**src/rtl/cpu_io_pkg.sv**
```systemverilog
`default_nettype none
// ============================================================================
// Module      : cpu_io_pkg
// Description : Shared types and constants for the CPU I/O controller:
//               input-handshake state encoding, default opcodes, byte width.
// Revision    : 1.0 - initial release
// ============================================================================
package cpu_io_pkg;

    localparam int c_BYTE_W = 8;

    // Input-handshake FSM state type and encoding
    typedef logic [1:0] io_state_t;
    localparam logic [1:0] c_ST_IDLE    = 2'd0;
    localparam logic [1:0] c_ST_WAIT    = 2'd1;
    localparam logic [1:0] c_ST_PRESENT = 2'd2;
    localparam logic [1:0] c_ST_RELEASE = 2'd3;

    // Default instruction opcodes that touch the I/O path
    localparam logic [3:0] c_IN_OPCODE_DEF  = 4'b1010;
    localparam logic [3:0] c_OUT_OPCODE_DEF = 4'b1011;

endpackage
`default_nettype wire

```
**src/rtl/io_fifo.sv**
```systemverilog
`default_nettype none
// ============================================================================
// Module      : io_fifo
// Description : Synchronous FIFO with combinational head read. Push to a full
//               FIFO is dropped unless a pop happens in the same cycle; pop of
//               an empty FIFO is ignored. DEPTH must be a power of two.
// Revision    : 1.0 - initial release
// ============================================================================
module io_fifo #(
    parameter int DEPTH = 4,
    parameter int WIDTH = 8
) (
    input  logic             clk,
    input  logic             rst,
    input  logic             i_push,
    input  logic             i_pop,
    input  logic [WIDTH-1:0] i_din,
    output logic [WIDTH-1:0] o_dout,
    output logic             o_full,
    output logic             o_empty
);

    localparam int              c_AW       = (DEPTH > 1) ? $clog2(DEPTH) : 1;
    localparam logic [c_AW:0]   c_FULL_CNT = (c_AW + 1)'(DEPTH);

    logic [WIDTH-1:0] r_mem [DEPTH];
    logic [c_AW-1:0]  r_wr_ptr;
    logic [c_AW-1:0]  r_rd_ptr;
    logic [c_AW:0]    r_count;
    logic             w_pop_ok;
    logic             w_push_ok;

    // A pop frees a slot in the same cycle, so a full FIFO still accepts a push
    assign w_pop_ok  = i_pop && (r_count != '0);
    assign w_push_ok = i_push && ((r_count != c_FULL_CNT) || w_pop_ok);

    // Pointer and occupancy bookkeeping; pointers wrap naturally at DEPTH
    always_ff @(posedge clk) begin
        if (rst) begin
            r_wr_ptr <= '0;
            r_rd_ptr <= '0;
            r_count  <= '0;
        end else begin
            if (w_push_ok) r_wr_ptr <= r_wr_ptr + 1'b1;
            if (w_pop_ok)  r_rd_ptr <= r_rd_ptr + 1'b1;
            case ({w_push_ok, w_pop_ok})
                2'b10:   r_count <= r_count + 1'b1;
                2'b01:   r_count <= r_count - 1'b1;
                default: r_count <= r_count;
            endcase
        end
    end

    // Storage write; contents need no reset since occupancy gates visibility
    always_ff @(posedge clk) begin
        if (w_push_ok) r_mem[r_wr_ptr] <= i_din;
    end

    assign o_dout  = r_mem[r_rd_ptr];
    assign o_full  = (r_count == c_FULL_CNT);
    assign o_empty = (r_count == '0);

endmodule
`default_nettype wire

```
**src/rtl/cpu_io_controller.sv**
```systemverilog
`default_nettype none
// ============================================================================
// Module      : cpu_io_controller
// Description : Bridges a host to a small CPU. Host bytes are queued and
//               presented to the CPU with an enter strobe when it executes
//               IN_OPCODE; CPU result bytes are captured once per OUT_OPCODE
//               instruction into an output queue for the host.
//               Optional build macro CPU_IO_CHECK_EN adds an expected-result
//               queue with pass/fail counters and an all_pass verdict.
// Revision    : 1.0 - initial release
// ============================================================================
module cpu_io_controller
    import cpu_io_pkg::*;
#(
    parameter logic [3:0] IN_OPCODE    = c_IN_OPCODE_DEF,
    parameter logic [3:0] OUT_OPCODE   = c_OUT_OPCODE_DEF,
    parameter int         DEPTH        = 4,
    parameter int         ENTER_CYCLES = 2
) (
    input  logic                clock,
    input  logic                reset,
    input  logic                in_wr,
    input  logic [c_BYTE_W-1:0] in_data,
    output logic                in_full,
    input  logic [3:0]          opcode,
    input  logic [c_BYTE_W-1:0] cpu_out,
    input  logic                cpu_done,
    output logic [c_BYTE_W-1:0] user_in,
    output logic                enter,
    input  logic                out_rd,
    output logic [c_BYTE_W-1:0] out_data,
    output logic                out_empty,
    output logic                stall
`ifdef CPU_IO_CHECK_EN
    ,
    input  logic                exp_wr,
    input  logic [c_BYTE_W-1:0] exp_data,
    output logic [3:0]          pass_count,
    output logic [3:0]          fail_count,
    output logic                all_pass
`endif
);

    localparam logic [3:0] c_ENTER_LAST = 4'(ENTER_CYCLES - 1);

    io_state_t           r_state;
    logic [3:0]          r_enter_cnt;
    logic                r_enter;
    logic [c_BYTE_W-1:0] r_user_in;
    logic                r_prev_out_op;

    logic                w_in_empty;
    logic [c_BYTE_W-1:0] w_in_head;
    logic                w_in_pop;
    logic                w_out_full;
    logic                w_capture;
    logic                w_out_push;

    // The head byte is retired on the last cycle of its enter strobe
    assign w_in_pop = (r_state == c_ST_PRESENT) && (r_enter_cnt == c_ENTER_LAST);

    io_fifo #(.DEPTH(DEPTH), .WIDTH(c_BYTE_W)) u_in_fifo (
        .clk     (clock),
        .rst     (reset),
        .i_push  (in_wr),
        .i_pop   (w_in_pop),
        .i_din   (in_data),
        .o_dout  (w_in_head),
        .o_full  (in_full),
        .o_empty (w_in_empty)
    );

    // Input handshake: wait for data, strobe it in, hold until the IN ends
    always_ff @(posedge clock) begin
        if (reset) begin
            r_state     <= c_ST_IDLE;
            r_enter_cnt <= '0;
            r_enter     <= 1'b0;
            r_user_in   <= '0;
        end else begin
            case (r_state)
                c_ST_IDLE: begin
                    if (opcode == IN_OPCODE) r_state <= c_ST_WAIT;
                end
                c_ST_WAIT: begin
                    if (!w_in_empty) begin
                        r_state     <= c_ST_PRESENT;
                        r_enter_cnt <= '0;
                        r_enter     <= 1'b1;
                        r_user_in   <= w_in_head;
                    end
                end
                c_ST_PRESENT: begin
                    if (r_enter_cnt == c_ENTER_LAST) begin
                        r_state <= c_ST_RELEASE;
                        r_enter <= 1'b0;
                    end else begin
                        r_enter_cnt <= r_enter_cnt + 1'b1;
                    end
                end
                c_ST_RELEASE: begin
                    if (opcode != IN_OPCODE) r_state <= c_ST_IDLE;
                end
                default: r_state <= c_ST_IDLE;
            endcase
        end
    end

    assign enter   = r_enter;
    assign user_in = r_user_in;
    assign stall   = (r_state == c_ST_WAIT) && w_in_empty;

    // Remember last cycle's opcode so a multi-cycle OUT captures only once
    always_ff @(posedge clock) begin
        if (reset) r_prev_out_op <= 1'b0;
        else       r_prev_out_op <= (opcode == OUT_OPCODE);
    end

    assign w_capture  = (opcode == OUT_OPCODE) && !r_prev_out_op;
    // A capture into a full queue is lost unless the host frees a slot now
    assign w_out_push = w_capture && (!w_out_full || out_rd);

    io_fifo #(.DEPTH(DEPTH), .WIDTH(c_BYTE_W)) u_out_fifo (
        .clk     (clock),
        .rst     (reset),
        .i_push  (w_out_push),
        .i_pop   (out_rd),
        .i_din   (cpu_out),
        .o_dout  (out_data),
        .o_full  (w_out_full),
        .o_empty (out_empty)
    );

`ifdef CPU_IO_CHECK_EN
    logic                w_exp_empty;
    logic                w_exp_full;
    logic [c_BYTE_W-1:0] w_exp_head;
    logic                w_exp_push;
    logic                r_done_prev;

    assign w_exp_push = exp_wr && (!w_exp_full || w_capture);

    io_fifo #(.DEPTH(DEPTH), .WIDTH(c_BYTE_W)) u_exp_fifo (
        .clk     (clock),
        .rst     (reset),
        .i_push  (w_exp_push),
        .i_pop   (w_capture),
        .i_din   (exp_data),
        .o_dout  (w_exp_head),
        .o_full  (w_exp_full),
        .o_empty (w_exp_empty)
    );

    // Score each capture against the expected head; no expectation is a fail
    always_ff @(posedge clock) begin
        if (reset) begin
            pass_count <= '0;
            fail_count <= '0;
        end else if (w_capture) begin
            if (!w_exp_empty && (w_exp_head == cpu_out)) begin
                if (pass_count != 4'd15) pass_count <= pass_count + 1'b1;
            end else begin
                if (fail_count != 4'd15) fail_count <= fail_count + 1'b1;
            end
        end
    end

    // Latch the verdict when the program signals completion
    always_ff @(posedge clock) begin
        if (reset) begin
            r_done_prev <= 1'b0;
            all_pass    <= 1'b0;
        end else begin
            r_done_prev <= cpu_done;
            if (cpu_done && !r_done_prev)
                all_pass <= (fail_count == 4'd0) && w_exp_empty;
        end
    end
`else
    // Completion only matters to the result-checking build
    logic w_unused_cpu_done;
    assign w_unused_cpu_done = cpu_done;
`endif

endmodule
`default_nettype wire

```
**config.mk**
```make
export PLATFORM = sky130hd
export DESIGN_NAME = cpu_io_controller
export DESIGN_NICKNAME = d
export VERILOG_FILES = /design/src/rtl/cpu_io_pkg.sv /design/src/rtl/io_fifo.sv /design/src/rtl/cpu_io_controller.sv
export SDC_FILE = /design/constraint.sdc
export NUM_CORES = 1
export LEC_CHECK = 0
export ABC_AREA = 1
export CAP_MARGIN = 30
export CORE_ASPECT_RATIO = 0.8
export CORE_UTILIZATION = 60
export CTS_CLUSTER_SIZE = 20
export DETAILED_ROUTE_END_ITERATION = 10
export GPL_ROUTABILITY_DRIVEN = 0
export PLACE_DENSITY = 0.9
export SYNTH_ARGS = -nofsm -noshare
export SYNTH_HDL_FRONTEND = slang
export SYNTH_SLANG_ARGS = --single-unit
export TNS_END_PERCENT = 10
```
**constraint.sdc**
```tcl
create_clock -name clock -period 3.3 [get_ports clock]
set_input_delay 0.66 -clock clock [delete_from_list [all_inputs] [get_ports clock]]
set_output_delay 0.66 -clock clock [all_outputs]
set_load 0.01 [all_outputs]
```
# Yosys cells after proc, flatten, opt, wreduce, memory -nomap -nowiden

Memory sizes are Yosys's and may differ from the RTL's. A register that Yosys moved wholly into a read port is not among the register bits.
Cells that the tools add are included.
Widths: inputs -> output; s select.

Memories: 2
Register bits after elaboration: 22
Memory bits (writable): 64

Memories:

| name             | words | bits a word | rd ports | clocked after memory_dff | wr ports | RTL line      | source |
|---|---|---|---|---|---|---|---|
| u_in_fifo.r_mem  | 4     | 8           | 1        | 1                        | 1        | io_fifo.sv:26 | `logic [WIDTH-1:0] r_mem [DEPTH];` |
| u_out_fifo.r_mem | 4     | 8           | 1        | 1                        | 1        | io_fifo.sv:26 |  |

Reduce and logical (&&, ||, !) cells: 25
$add $sub $neg: 9
Multiplexer cells: 19
Eq/ne operators: 20
Bitwise gates (word level): 1

Operator list:

| kind                | count |
|---|---|
| $mux 2              | 6 |
| $pmux 3 s2          | 2 |
| $add 2x1->2 const B | 4 |
| $eq 2x2->1 const B  | 4 |
| $eq 4x4->1 const B  | 2 |
| $logic_and 1x1->1   | 8 |
| $mux 4              | 2 |
| $ne 2x2->1 const B  | 4 |
| $pmux 2 s4          | 1 |
| $pmux 4 s2          | 1 |
| $add 3x1->3 const B | 2 |
| $eq 2x1->1 const B  | 3 |
| $eq 3x3->1 const B  | 2 |
| $logic_not 3->1     | 2 |
| $mux 1              | 6 |
| $ne 3x3->1 const B  | 2 |
| $reduce_and 3->1    | 2 |
| $reduce_bool 2->1   | 3 |
| $reduce_bool 3->1   | 2 |
| $sub 3x1->3 const B | 2 |
| $add 4x1->4 const B | 1 |
| $eq 4x1->1 const B  | 1 |
| $ne 4x4->1 const B  | 1 |
| $reduce_and 4->1    | 1 |
| 7 further kinds     | 10 |

# Logic depth before layout (Yosys ltp)

Gate-level depths: netlist of run 1.

Depth in word-level cells: 7
Mapped depth: 12
Mapped depth without buffers: 12

# Cells and area by module

A second synthesis of run 1 with hierarchy kept.

Cells, all modules: 404
Area, all modules: 4221.5 um^2

By module, submodules not included:

| module               | area each (um^2) | cells an instance | instances |
|---|---|---|---|
| io_fifo (u_out_fifo) | 1706.6           | 150               | 1 |
| io_fifo (u_in_fifo)  | 1662.8           | 140               | 1 |
| cpu_io_controller    | 852.1            | 114               | 1 |

# Worst setup path before layout of run 1

OpenSTA, ideal clock, no wires.

Kind: input-to-reg
Start: input port out_rd
End: register u_out_fifo.r_count[2]
Data arrival time: 2.059 ns
Data required time: 3.178 ns
Slack: 1.119 ns
Cell stages on the path: 10
Library setup time: 0.122 ns
Buffers on the path: 0
Cells stage by stage: inv_1 nand4_1 nand3_4 ha_1 inv_1 fa_1 a21oi_1 o21ai_0 o21ai_0 a21oi_1

Longest elaborated chain between the ends: 5
Elaborated cells on any way between the ends: 9
Those cells by class: 2 x eq/ne; 1 x mux; 6 x reduce/logical

Ends and longest elaborated chain:

| what                                                         | RTL line                                | source |
|---|---|---|
| start: declaration                                           | cpu_io_controller.sv:30                 | `input logic out_rd,` |
| $logic_or 1x1->1 / $logic_and 1x1->1 (equally long branches) | cpu_io_controller.sv:121, io_fifo.sv:34 |  |
| $logic_and 1x1->1 / $logic_or 1x1->1 (equally long branches) | cpu_io_controller.sv:121, io_fifo.sv:35 |  |
| $logic_and 1x1->1                                            | io_fifo.sv:35                           | `assign w_push_ok = i_push && ((r_count != c_FULL_CNT) \|\| w_pop_ok);` |
| $eq 2x1->1 / $eq 2x2->1 (equally long branches)              | io_fifo.sv:46                           | `case ({w_push_ok, w_pop_ok})` |
| $pmux 3 s2 / $reduce_bool 2->1 (equally long branches)       | --                                      |  |
| end signal: assignment                                       | io_fifo.sv:47                           | `2'b10: r_count <= r_count + 1'b1;` |
| end signal: assignment                                       | io_fifo.sv:48                           | `2'b01: r_count <= r_count - 1'b1;` |
| end signal: assignment                                       | io_fifo.sv:49                           | `default: r_count <= r_count;` |
| end: declaration                                             | io_fifo.sv:29                           | `logic [c_AW:0] r_count;` |

Several ways; a longest one is shown, not always the timed one.
A chain may end at the register's enable or synchronous reset.

==> metrics.md, run 1 <==
| Metric | Value |
|---|---|
| Setup Skew | 0.00790 ns |
| Tcrit/Tclk final | 86.0% |
| CTS Sinks | 96 |
| RSZ-0062 raised after global routing | no |
| CP Class | reg -> out |
| Post-synth top area share | 46.6% |
| FF+latch count, synth | 96 |
| Largest net degree at the start of global routing | 22 |
| Worst reg2reg path depth | 12 |
| Status | finished clean |
| CP max-delay cell | clkdlybuf4s50_1 |
| Register-to-register setup slack | 0.83 ns |
| Total detailed-routing wirelength | 8270 um |
| Critical Path Sink Type | output port |
| Switching part of the total power | 26.5% |
| Critical Path AT | 2.18 ns |
| Nets | 474 |
| Power Density | 547 nW/um2 |
| I/O Pins | 45 |
| CTS tree | done |
| Post-CTS setup buffers | 0 |
| Largest area contributor in the netlist | edfxtp_1 |
| Number of diodes | 0 |
| Post-Layout Cell Count | 520 |
| Starting Density | 63.3% |
| Final critical-path required period | 2.84 ns |
| Leak | 1.78 nW |
| Clk_lat worst skew | 0.36 ns |
| Unique cell type count in the Yosys netlist | 34 |
| CTS buffer count | 9 |
| Routed via count | 2950 |
| # resized after CTS | 0 |
| # setup viols final | 0 |
| Number of global-route vias before repair | 2961 |
| Global Route Usage Sum | 24.8% |
| Most numerous cell in the Yosys netlist | nor2_1 |
| Total congestion overflow | 0 |
| Worst setup SP type | flop |
| Post-synth top cells | 77 x nor2_1, 64 x edfxtp_1, 40 x o21ai_0 |
| Synth warn | 0 |
| WL/cell | 15.9 um |
| Worst EP required | 2.64 ns |
| Layout cells sized above 1 | 11.7% |
| I/O Buffers | 43 |
| Core footprint | 6510 um2 |
| Setup_tns | 0 ns |
| Via/cell ratio | 5.67 |
| Seq/Total Area, Yosys | 62.2% |
| Slew margin rel. | 44.3% |
| Least-Margin Pin Slew | 0.833 ns |
| Max capacitance violation total | 0 |
| First-pass DRT Iterations | 4 |
| Cells after DPL | 504 |
| P_sw | 0.000709 W |
| Worst Hold Path Cells | 2 |
| Flop pwr share | 51.7% |
| Critical Path Sink | out_data[4] |
| Critical-path cell list | buf_4, inv_1, o21ai_0, o22ai_1, clkdlybuf4s50_1 |
| Type of the most critical hold path | reg -> reg |
| Critical path depth | 5 |
| FILL cells | 418 |
| Die area | 7200 um2 |
| CP Buf/Inv Count | 3 |
| Die width | 94.7 um |
| CTS Root Cell | clkbuf_8 |
| Avg Synthesized Cell Area | 10.9 um2 |
| Cell count after synthesis | 379 |
| Max clock buf depth | 2 |
| Antenna violations before repair | 0 |
| Fmax | 352 MHz |
| DRC | 0 |
| Combinational share of power | 16.5% |
| Worst path max stage delay | 0.58 ns |
| Synth top area cells | edfxtp_1 47%, dfxtp_1 16%, nor2_1 7.0% |
| Most used DFF post-synth | edfxtp_1 |
| Clock-pin slew on the worst setup and hold paths | 0.09 ns |
| Post-layout util | 75.1% |
| Largest delay share family, worst path | buffers and inverters |
| Syn Std Cell Area | 4120 um2 |
| H-tree depth | 3 |
| Int Pwr | 0.00197 W |
| Initial drt markers | 185 |
| Mapped Nets | 422 |
| EDFF count, synth | 64 |
| Post-DP HPWL | 5330 um |
| Final Hold Viols | 0 |
| Final slew viol count | 0 |
| Max VDD drop | 0.341 mV |
| Die height | 76.1 um |
| Worst r2r dst | u_in_fifo.r_count[2] |
| FF-to-FF Start | r_state[0] |
| First-pass GRT wire length | 13500 um |
| FP Rows | 26 |
| Hold_buf cts | 0 |
| DRT antenna net count | 0 |
| Asr flop ratio synth | 0% |
| Clock share of power | 31.8% |
| Layout Area Growth over Synthesis | 18.6% |
| CP max FO | 17 |
layer usage:
layer	wire length [um]	vias to the layer above	track usage (%)
met2	4190	123	42.1
li1	-	1401	-
met1	3360	1407	29.9
met4	148	0	8.64
met3	571	19	7.29
met5	0	-	0
worst min-delay path, cell delays in order (launching register included):
cell and delay, ns:
dfxtp_1 0.32, nand2_1 0.06, a21oi_1 0.05
stage by stage:
stage / hold WS [ns] / instance area (um2) / setup WS, ns / power (W)
3_3_place_gp: 0.458 / 4660 / 0.600 / 0.00182
4_1_cts: 0.477 / 4890 / 0.443 / 0.00268
6_report: 0.468 / 4890 / 0.462 / 0.00267
5_1_grt: 0.509 / 4890 / 0.371 / 0.00279
3_5_place_dp: 0.458 / 4660 / 0.519 / 0.00184
2_1_floorplan: 0.454 / 4120 / 1.12 / 0.00167
cell usage in the layout (no fill, tap or decap), types with 12 or more instances in the layout:
master / synthesis / layout
o21ai_1: 12 / 12
o22ai_1: 16 / 16
clkdlybuf4s50_1: 0 / 43
o21ai_0: 40 / 40
nand2_1: 22 / 22
dfxtp_1: 32 / 32
ha_1: 16 / 16
a21oi_1: 13 / 13
edfxtp_1: 64 / 64
nor2_1: 77 / 77
inv_1: 33 / 33
flip-flops by register name, indices dropped and copies added, names as in the netlist, named ones only:
name                 flops
r_enter_cnt              4
u_in_fifo.r_rd_ptr       2
user_in                  8
u_in_fifo.r_wr_ptr       2
u_out_fifo.r_mem        32
u_in_fifo.r_mem         32
u_out_fifo.r_wr_ptr      2
enter                    1
u_out_fifo.r_rd_ptr      2
u_out_fifo.r_count       3
r_prev_out_op            1
u_in_fifo.r_count        3
r_state                  2
power groups by stage:
stage	Combinational [W]	Clock, W	Sequential, W
detailed placement	0.000435	0	0.00141
global route	0.000486	0.000909	0.00139
finish	0.000441	0.000852	0.00138
global placement	0.000418	0	0.00140
floorplan	0.000258	0	0.00141
CTS	0.000441	0.000858	0.00138
worst min path at each step:
stage / startpoint / to / slack [ns]
after floorplan: u_out_fifo.r_rd_ptr[0] / flop / 0.45
after global placement: enter / enter / 0.46
after detailed placement: enter / enter / 0.46
after CTS: enter / enter / 0.48
after global routing: enter / enter / 0.51
final: enter / enter / 0.47
layout make-up:
class / count / area [um2] / share of cell area, %
clock buffer: 9 / 124 / 2.54
inverter: 39 / 149 / 3.05
timing repair buffer: 49 / 475 / 9.73
sequential: 96 / 2560 / 52.4
tap: 84 / 105 / 2.15
multi-input combinational: 236 / 1370 / 28.0
clock inverter: 7 / 103 / 2.10
cells by family after synthesis:
logic type               count (synthesis)  synth area share (%)
AO/OA/AOI/OAI                           88                  11.8
AND/OR/NAND/NOR                        128                  15.1
adder cells (fa/ha/maj)                 18                  5.83
flip-flops                              96                  62.2
buffers and inverters                   47                  4.62
XOR/XNOR                                 2                 0.425
Power figures use the tool's default switching activity.
==> inputs of run 2 (changes only) <==
CAP_MARGIN = 20   (was 30)
==> results of run 2 <==
Same layout as run 1: the final DEF is identical, and so are final timing and power.
